$ cat config.mk
export PLATFORM = sky130hd
export DESIGN_NAME = spi_cfg_master_flat
export DESIGN_NICKNAME = d
export VERILOG_FILES = /design/src/rtl/spi_cfg_master_if.sv /design/src/rtl/spi_cfg_master.sv /design/src/flat_wrapper.sv
export SDC_FILE = /design/constraint.sdc
export NUM_CORES = 1
export LEC_CHECK = 0
export ABC_AREA = 1
export CORE_ASPECT_RATIO = 1.75
export CORE_UTILIZATION = 41
export CTS_CLUSTER_DIAMETER = 200
export DETAILED_ROUTE_END_ITERATION = 6
export GPL_TIMING_DRIVEN = 0
export PLACE_DENSITY = 0.65
export RECOVER_POWER = 50
export SLEW_MARGIN = 40
export SYNTH_ARGS = -nofsm -noshare
export SYNTH_HDL_FRONTEND = slang
export SYNTH_SLANG_ARGS = --single-unit
export TNS_END_PERCENT = 10
$ cat constraint.sdc
create_clock -name clk -period 1.9 [get_ports clk]
set_input_delay 0.57 -clock clk [delete_from_list [all_inputs] [get_ports clk]]
set_output_delay 0.57 -clock clk [all_outputs]
set_load 0.02 [all_outputs]
$ cat src/rtl/spi_cfg_master_if.sv
// Request, status and SPI pin bundle for spi_cfg_master; "master" is the view of the SPI
// master block itself, "slave" the view of whoever issues writes and watches the pins.
interface spi_cfg_master_if;
    logic       req_valid;
    logic       req_ready;
    logic [6:0] req_addr;
    logic [7:0] req_data;
    logic       abort;
    logic       sclk;
    logic       copi;
    logic       ncs;
    logic       busy;
    logic       done;
    logic       aborted;

    modport master (
        input  req_valid, req_addr, req_data, abort,
        output req_ready, sclk, copi, ncs, busy, done, aborted
    );

    modport slave (
        output req_valid, req_addr, req_data, abort,
        input  req_ready, sclk, copi, ncs, busy, done, aborted
    );
endinterface

$ cat src/rtl/spi_cfg_master.sv
// Mode-0 SPI master sending 16-bit register-write frames; period 1+CS_SETUP+32*CLK_DIV+CS_HOLD+CS_GAP.
// Backpressure via req_ready; SPI_CFG_FIFO_EN selects a 4-deep request FIFO instead of one holding register.
module spi_cfg_master #(
    parameter int CLK_DIV  = 4,
    parameter int CS_SETUP = 4,
    parameter int CS_HOLD  = 4,
    parameter int CS_GAP   = 4
) (
    input  logic             clk,
    input  logic             rst_n,
    spi_cfg_master_if.master bus
);
    typedef enum logic [2:0] {IDLE, SETUP, SHIFT, HOLD, GAP} state_e;

    state_e      state_q, state_d;
    logic [7:0]  cnt_q, cnt_d;
    logic [4:0]  bit_q, bit_d;
    logic        phase_q, phase_d;
    logic [15:0] sh_q, sh_d;
    logic        done_q, done_d;
    logic        abt_q, abt_d;

    logic        pending;
    logic        push;
    logic        pop;
    logic [14:0] head;

    assign push = bus.req_valid & bus.req_ready;
    assign pop  = (state_q == IDLE) & pending;

`ifdef SPI_CFG_FIFO_EN
    logic [14:0] mem_q [4];
    logic [1:0]  wp_q, rp_q;
    logic [2:0]  occ_q;

    always_ff @(posedge clk or negedge rst_n) begin
        if (!rst_n) begin
            wp_q  <= '0;
            rp_q  <= '0;
            occ_q <= '0;
            for (int i = 0; i < 4; i++) mem_q[i] <= '0;
        end else begin
            if (push) begin
                mem_q[wp_q] <= {bus.req_data, bus.req_addr};
                wp_q        <= wp_q + 2'd1;
            end
            if (pop) rp_q <= rp_q + 2'd1;
            occ_q <= occ_q + {2'b00, push} - {2'b00, pop};
        end
    end

    assign pending       = (occ_q != 3'd0);
    assign head          = mem_q[rp_q];
    assign bus.req_ready = (occ_q != 3'd4);
`else
    logic        hold_vld_q;
    logic [14:0] hold_q;

    always_ff @(posedge clk or negedge rst_n) begin
        if (!rst_n) begin
            hold_vld_q <= 1'b0;
            hold_q     <= '0;
        end else if (push) begin
            hold_vld_q <= 1'b1;
            hold_q     <= {bus.req_data, bus.req_addr};
        end else if (pop) begin
            hold_vld_q <= 1'b0;
        end
    end

    assign pending       = hold_vld_q;
    assign head          = hold_q;
    assign bus.req_ready = (state_q == IDLE) & ~hold_vld_q;
`endif

    always_ff @(posedge clk or negedge rst_n) begin
        if (!rst_n) begin
            state_q <= IDLE;
            cnt_q   <= '0;
            bit_q   <= '0;
            phase_q <= 1'b0;
            sh_q    <= '0;
            done_q  <= 1'b0;
            abt_q   <= 1'b0;
        end else begin
            state_q <= state_d;
            cnt_q   <= cnt_d;
            bit_q   <= bit_d;
            phase_q <= phase_d;
            sh_q    <= sh_d;
            done_q  <= done_d;
            abt_q   <= abt_d;
        end
    end

    always_comb begin
        state_d = state_q;
        cnt_d   = cnt_q + 8'd1;
        bit_d   = bit_q;
        phase_d = phase_q;
        sh_d    = sh_q;
        done_d  = 1'b0;
        abt_d   = 1'b0;
        unique case (state_q)
            IDLE: begin
                cnt_d = '0;
                if (pending) begin
                    sh_d    = {head, 1'b1};
                    bit_d   = '0;
                    phase_d = 1'b0;
                    state_d = SETUP;
                end
            end
            SETUP: if (cnt_q == 8'(CS_SETUP - 1)) begin
                cnt_d   = '0;
                state_d = SHIFT;
            end
            SHIFT: if (cnt_q == 8'(CLK_DIV - 1)) begin
                cnt_d = '0;
                if (!phase_q) begin
                    phase_d = 1'b1;
                end else if (bit_q == 5'd15) begin
                    phase_d = 1'b0;
                    state_d = HOLD;
                end else begin
                    // next bit is presented on the same edge that drops sclk
                    phase_d = 1'b0;
                    bit_d   = bit_q + 5'd1;
                    sh_d    = {1'b0, sh_q[15:1]};
                end
            end
            HOLD: if (cnt_q == 8'(CS_HOLD - 1)) begin
                cnt_d   = '0;
                state_d = GAP;
                done_d  = 1'b1;
            end
            GAP: if (cnt_q == 8'(CS_GAP - 1)) begin
                cnt_d   = '0;
                state_d = IDLE;
            end
            default: state_d = IDLE;
        endcase
        // once in HOLD every bit is already out, so only SETUP/SHIFT can be cut short
        if (bus.abort && (state_q == SETUP || state_q == SHIFT)) begin
            state_d = GAP;
            cnt_d   = '0;
            phase_d = 1'b0;
            sh_d    = '0;
            abt_d   = 1'b1;
        end
    end

    assign bus.ncs     = !(state_q inside {SETUP, SHIFT, HOLD});
    assign bus.sclk    = (state_q == SHIFT) & phase_q;
    assign bus.copi    = (state_q == SETUP || state_q == SHIFT) & sh_q[0];
    assign bus.done    = done_q;
    assign bus.aborted = abt_q;
    assign bus.busy    = (state_q != IDLE) | pending;
endmodule
$ cat src/flat_wrapper.sv
// flat-port wrapper written by rule: the top's interface ports become plain ports
module spi_cfg_master_flat 
#(
    parameter int CLK_DIV  = 4,
    parameter int CS_SETUP = 4,
    parameter int CS_HOLD  = 4,
    parameter int CS_GAP   = 4
)
  (clk, rst_n, bus_req_valid, bus_req_addr, bus_req_data, bus_abort, bus_req_ready, bus_sclk, bus_copi, bus_ncs, bus_busy, bus_done, bus_aborted);
  spi_cfg_master_if bus_i ();
  input  logic clk;
  input  logic rst_n;
  input wire logic [$bits(bus_i.req_valid)-1:0] bus_req_valid;
  input wire logic [$bits(bus_i.req_addr)-1:0] bus_req_addr;
  input wire logic [$bits(bus_i.req_data)-1:0] bus_req_data;
  input wire logic [$bits(bus_i.abort)-1:0] bus_abort;
  output wire logic [$bits(bus_i.req_ready)-1:0] bus_req_ready;
  output wire logic [$bits(bus_i.sclk)-1:0] bus_sclk;
  output wire logic [$bits(bus_i.copi)-1:0] bus_copi;
  output wire logic [$bits(bus_i.ncs)-1:0] bus_ncs;
  output wire logic [$bits(bus_i.busy)-1:0] bus_busy;
  output wire logic [$bits(bus_i.done)-1:0] bus_done;
  output wire logic [$bits(bus_i.aborted)-1:0] bus_aborted;
  assign bus_i.req_valid = bus_req_valid;
  assign bus_i.req_addr = bus_req_addr;
  assign bus_i.req_data = bus_req_data;
  assign bus_i.abort = bus_abort;
  assign bus_req_ready = bus_i.req_ready;
  assign bus_sclk = bus_i.sclk;
  assign bus_copi = bus_i.copi;
  assign bus_ncs = bus_i.ncs;
  assign bus_busy = bus_i.busy;
  assign bus_done = bus_i.done;
  assign bus_aborted = bus_i.aborted;
  spi_cfg_master #(.CLK_DIV(CLK_DIV), .CS_SETUP(CS_SETUP), .CS_HOLD(CS_HOLD), .CS_GAP(CS_GAP)) u_core (.clk(clk), .rst_n(rst_n), .bus(bus_i));
endmodule
== After elaboration in Yosys (flattened, before gate mapping) ==
Cells that the tools add are included.

* Output and inout bits: 7
* Input port bits: 19
* Bits in registers: 51
* Word-level logic and storage cells: 83

* Add/sub/neg operators: 2
* Eq/ne operators: 18
* Reduce and logical (&&, ||, !) cells: 14
* Bitwise gates (word level): 7
* Muxes and demuxes: 33

{| class="wikitable"
|+ Operators with widths
! cell !! count
|-
| $mux W16 || 5
|-
| $pmux W16 S2 || 1
|-
| $mux W3 || 8
|-
| $mux W5 || 4
|-
| $mux W8 || 2
|-
| $pmux W8 S2 || 1
|-
| $ne A3 B2 Y1 const B || 5
|-
| $pmux W3 S5 || 1
|-
| $pmux W5 S2 || 1
|-
| $reduce_and A5 Y1 || 2
|-
| $mux W1 || 9
|-
| $reduce_bool A3 Y1 || 3
|-
| $add A8 B1 Y8 const B || 1
|-
| $eq A8 B2 Y1 const B || 1
|-
| $reduce_and A7 Y1 || 1
|-
| $eq A3 B2 Y1 const B || 2
|-
| $ne A2 B1 Y1 const B || 3
|-
| $ne A3 B1 Y1 const B || 2
|-
| $add A5 B1 Y5 const B || 1
|-
| $and A1 B1 Y1 || 5
|-
| $eq A5 B4 Y1 const B || 1
|-
| $reduce_bool A2 Y1 || 2
|-
| $reduce_or A4 Y1 || 1
|-
| $eq A3 B1 Y1 const B || 1
|-
| other kinds (11) || 11
|}

== Depth between registers and ports, before layout ==
* Depth after elaboration: 6
* Mapped depth: 9
* Depth with buffers taken out: 8

== Worst setup path before layout ==
No wires, ideal clock.

* Path type: reg2out
* Start: register u_core.state_q[0]
* End: output port bus_sclk
* Cell stages (with the launch flop): 6
* Path slack: 0.091 ns
* Data arrival time: 1.239 ns
* Cell sequence: dfrtp_1 -> buf_4 -> nor2_4 -> nand2_2 -> buf_2 -> nor2_1

* Cells in the longest elaborated chain, start to end: 2

{| class="wikitable"
|+ RTL lines
! element !! RTL line !! source
|-
| start: declaration || spi_cfg_master.sv:15 || <nowiki>state_e state_q, state_d;</nowiki>
|-
| start signal: assignment || spi_cfg_master.sv:86 || <nowiki>state_q <= state_d;</nowiki>
|-
| $eq A3 B2 Y1 || spi_cfg_master.sv:154 || <nowiki>assign bus.sclk = (state_q == SHIFT) & phase_q;</nowiki>
|-
| $and A1 B1 Y1 || spi_cfg_master.sv:154 ||
|-
| end: declaration || flat_wrapper.sv:18 || <nowiki>output wire logic [$bits(bus_i.sclk)-1:0] bus_sclk;</nowiki>
|}

Every way passes these cells.

== Worst setup path in the final report ==
* Start: register u_core.state_q[1]
* End: output port bus_copi

* Cells in the longest elaborated chain, start to end: 3
* Elaborated cells on any way between the ends: 4

{| class="wikitable"
|+ RTL lines
! element !! RTL line !! source
|-
| $eq A3 B1 Y1 / $eq A3 B2 Y1 (equally long branches) || spi_cfg_master.sv:155 || <nowiki>assign bus.copi = (state_q == SETUP || state_q == SHIFT) & sh_q[0];</nowiki>
|-
| $logic_or A1 B1 Y1 * || spi_cfg_master.sv:155 ||
|-
| $and A1 B1 Y1 * || spi_cfg_master.sv:155 ||
|-
| end: declaration || flat_wrapper.sv:19 || <nowiki>output wire logic [$bits(bus_i.copi)-1:0] bus_copi;</nowiki>
|}

Mark *: on every way between the ends. The rest lies on a longest branch, timed or not.

==> reports/summary.txt <==
status = finished, final reports clean
syn_nets = 374
first-pass GRT wire length = 10700 um
Fmax = 527 MHz
Root Buffer = clkbuf_16
floorplan die area = 7140 um^2
Total GRT Usage = 19.4%
placed instance count = 460
CP endpoint kind = output pin
FF+latch area = 1280 um^2
CP arrival = 1330 ps
Multi-input gate area = 1300 um^2
Seq/Total Area, Yosys = 45.8%
Finished Layout Cells = 469
Startpoint Class = flop
final setup fails = 0
cell family with most CP delay = flip-flops
vias in the first global route = 2339
GR Layer Usage met2 = 32.2%
final hold vios = 0
1st-pass router iterations = 4
Synth cell types = 29
drt total wl = 6080 um
Remaining DRCs = 0
CTS tree = done
row count = 39
Area contributors post-synth = dfrtp_1, nand2_1, nor2_1
Vias/cell = 4.99
Worst Path Max Fanout = 5
Pwr Density = 1590 nW/um^2
Die Wd = 64.3 um
Final Cycle Share = 100%
Yosys top cell area share = 45.8%
CTS buffer count = 5
worst vdd ir = 1020 uV
Worst R2R End = u_core.sh_q[5]
CTS sink cnt = 51
final net count = 408
Post-Syn Area per Cell = 7.91 um^2
actual slew at the worst max-slew pin = 1040 ps
CP Class = reg -> out
Clk pin slew, worst setup/hold paths = 60 ps
global route total overflow = 0
ys flop type = dfrtp_1
Ports = 26
asr flop ratio synth = 100%
Synth Area in Simple Gates = 37.1%
Antenna Cells = 0
Buf/Inv on CP = 1
Post-Synthesis Cells = 352
DRT iter0 DRCs = 92
MaxCap Viol Count = 0
power share of the sequential group = 31.2%
CP max stage delay = 490 ps
Layout Skew = 4.21 ps
Sw Ratio = 41.3%
Post-Synth XOR/XNOR Area = 1.89%
largest family of logic cells by synthesized area = simple AND/OR/NAND/NOR gates
Post-Syn Area = 2790 um^2
Ys Warns = 0
critical path required time = 1330 ps
Worst R2R Setup Slack = 150 ps
met3 usage = 4.32%
setup TNS = 0 ps
post-DP HPWL = 4430 um
Die H = 111 um
P&R area growth vs syn = 20.0%
Post-Synth Adder-Cell Area = 1.35%
RSZ-0062 raised after global routing = true
CTS HTree Levels = 2
Crit Reg-Reg Startpoint = u_core.state_q[1]
worst hold path type = in -> async
worst path cell trace = nand2_1, nand3_2, nor2_2, buf_4
Seq cells post-synth = 51
share of cells above drive strength 1 = 14.7%
initial antenna violation count = 0
post-route minimum period = 1900 ps
clock power share = 19.5%
largest net degree at the start of global routing = 34
GR Util met1 = 23.1%
top-count cell post-synth = nand2_1
post-synthesis mux area share = 0%
Final ANT Viol Nets = 0
via count = 2341
GRT Max-Usage Layer = met2
GP Congestion = 0.811
CP max stage cell = dfrtp_2
Initial Util = 42.6%
Reg2Reg Depth = 9
post-synthesis compound-gate area fraction = 5.21%
leading area contributor after synthesis = dfrtp_1
I/O Buffers = 25
Comb power frac = 49.3%
area of the core = 6540 um^2
Leak = 0.00167 uW
synth cell count leaders = nand2_1, dfrtp_1, nor2_1
# fillers = 648
Min Hold Slack = 438 ps
later-pin clock latency in the skew report = 290 ps
DR WL/cell = 13.0 um
internal power = 3110 uW
clock buffer depth = 2
NetSw = 2190 uW
number of synthesized flops with an enable pin = 0
Pins Over Slew Limit = 0
total power = 5300 uW
Slew headroom = 30.7%
==> per-layer routing <==
layer / up-vias / share of wire, %
met5: - / 0
met4: 0 / 2.8
met3: 13 / 3.2
met2: 44 / 53
met1: 1090 / 40
li1: 1194 / -
==> metrics by stage <==
stage | utilization, % | setup slack (ps) | cell area, um^2
2_1_floorplan | - | 90.8 | 2790
3_3_place_gp | 48.0 | -1300 | 3140
3_5_place_dp | 48.3 | -531 | 3160
4_1_cts | 51.2 | -52.2 | 3350
5_1_grt | 51.1 | -86.2 | 3340
6_report | 51.1 | 0.925 | 3340
==> layout make-up <==
class,instances,share of cell area (%)
multi-input cells,249,38.9
flip-flops and latches,51,38.3
repair buffers,28,7.41
inverters,37,4.23
clock buffers,6,4.16
well taps,82,3.07
plain buffers,14,2.92
clock inverters,2,1.05
==> flip-flops by register name (all words and copies together), names as in the netlist <==
name and flops:
u_core.bus.aborted 1, u_core.bus.done 1, u_core.head 15, u_core.cnt_q 8
u_core.sh_q 16, u_core.hold_vld_q 1, u_core.phase_q 1, u_core.state_q 3
u_core.bit_q 5
==> power by group through the flow <==
stage	combinational [uW]	sequential, uW	clock (uW)
floorplan	1940	1640	0
global placement	2560	1660	0
detailed placement	2600	1670	0
CTS	2630	1660	1070
global route	2970	1700	1100
finish	2610	1660	1030
==> kinds of logic (layout without fill, tap and decap cells) <==
| group | after synthesis | after routing |
|---|---|---|
| AOI/OAI and AO/OA | 24 | 24 |
| xor gates and xnor gates | 6 | 6 |
| adders and majority gates | 3 | 3 |
| buffers and inverters | 52 | 87 |
| DFF | 51 | 51 |
| and+or+nand+nor | 216 | 216 |
==> cell usage in the layout, fill, tap and decap left out, drive strengths merged <==
cell,instances
o21ai,21
nor3,3
nor2,42
or2,1
nand3b,15
nand4,23
a211oi,1
inv,37
nor3b,1
ha,3
a21oi,2
dfrtp,51
buf,21
clkinv,1
clkdlybuf4s50,18
dlygate4sd2,1
clkbuf,8
xnor2,1
nand3,15
xor2,5
nand2,116
bufinv,1
==> worst max path at each step <==
stage / cells after the start / slack, ps / from / endpoint
floorplan: 5 / 90 / u_core.state_q[0] / bus_sclk
global placement: 1 / -1300 / rst_n / u_core.head[11]
detailed placement: 6 / -530 / u_core.state_q[0] / bus_sclk
CTS: 6 / -50 / u_core.state_q[0] / bus_copi
global route: 6 / -90 / u_core.state_q[0] / bus_copi
finish: 4 / 0.9 / u_core.state_q[1] / bus_copi
==> worst reg2reg max path: cells and delay by family, from the launching register on <==
kind | cells | cell delay [ps]
buf+inv | 3 | 530
flops | 1 | 490
simple gates | 6 | 630
==> what timing repair did <==
action | in CTS | in global routing
endpoints found under the setup margin | 17 | 11
hold buffers | 0 | 0
resized for setup | 29 | 6
buffers inserted | 2 | 0
pin swaps | 1 | 1
No activity file was read; power rests on OpenSTA's default activity.
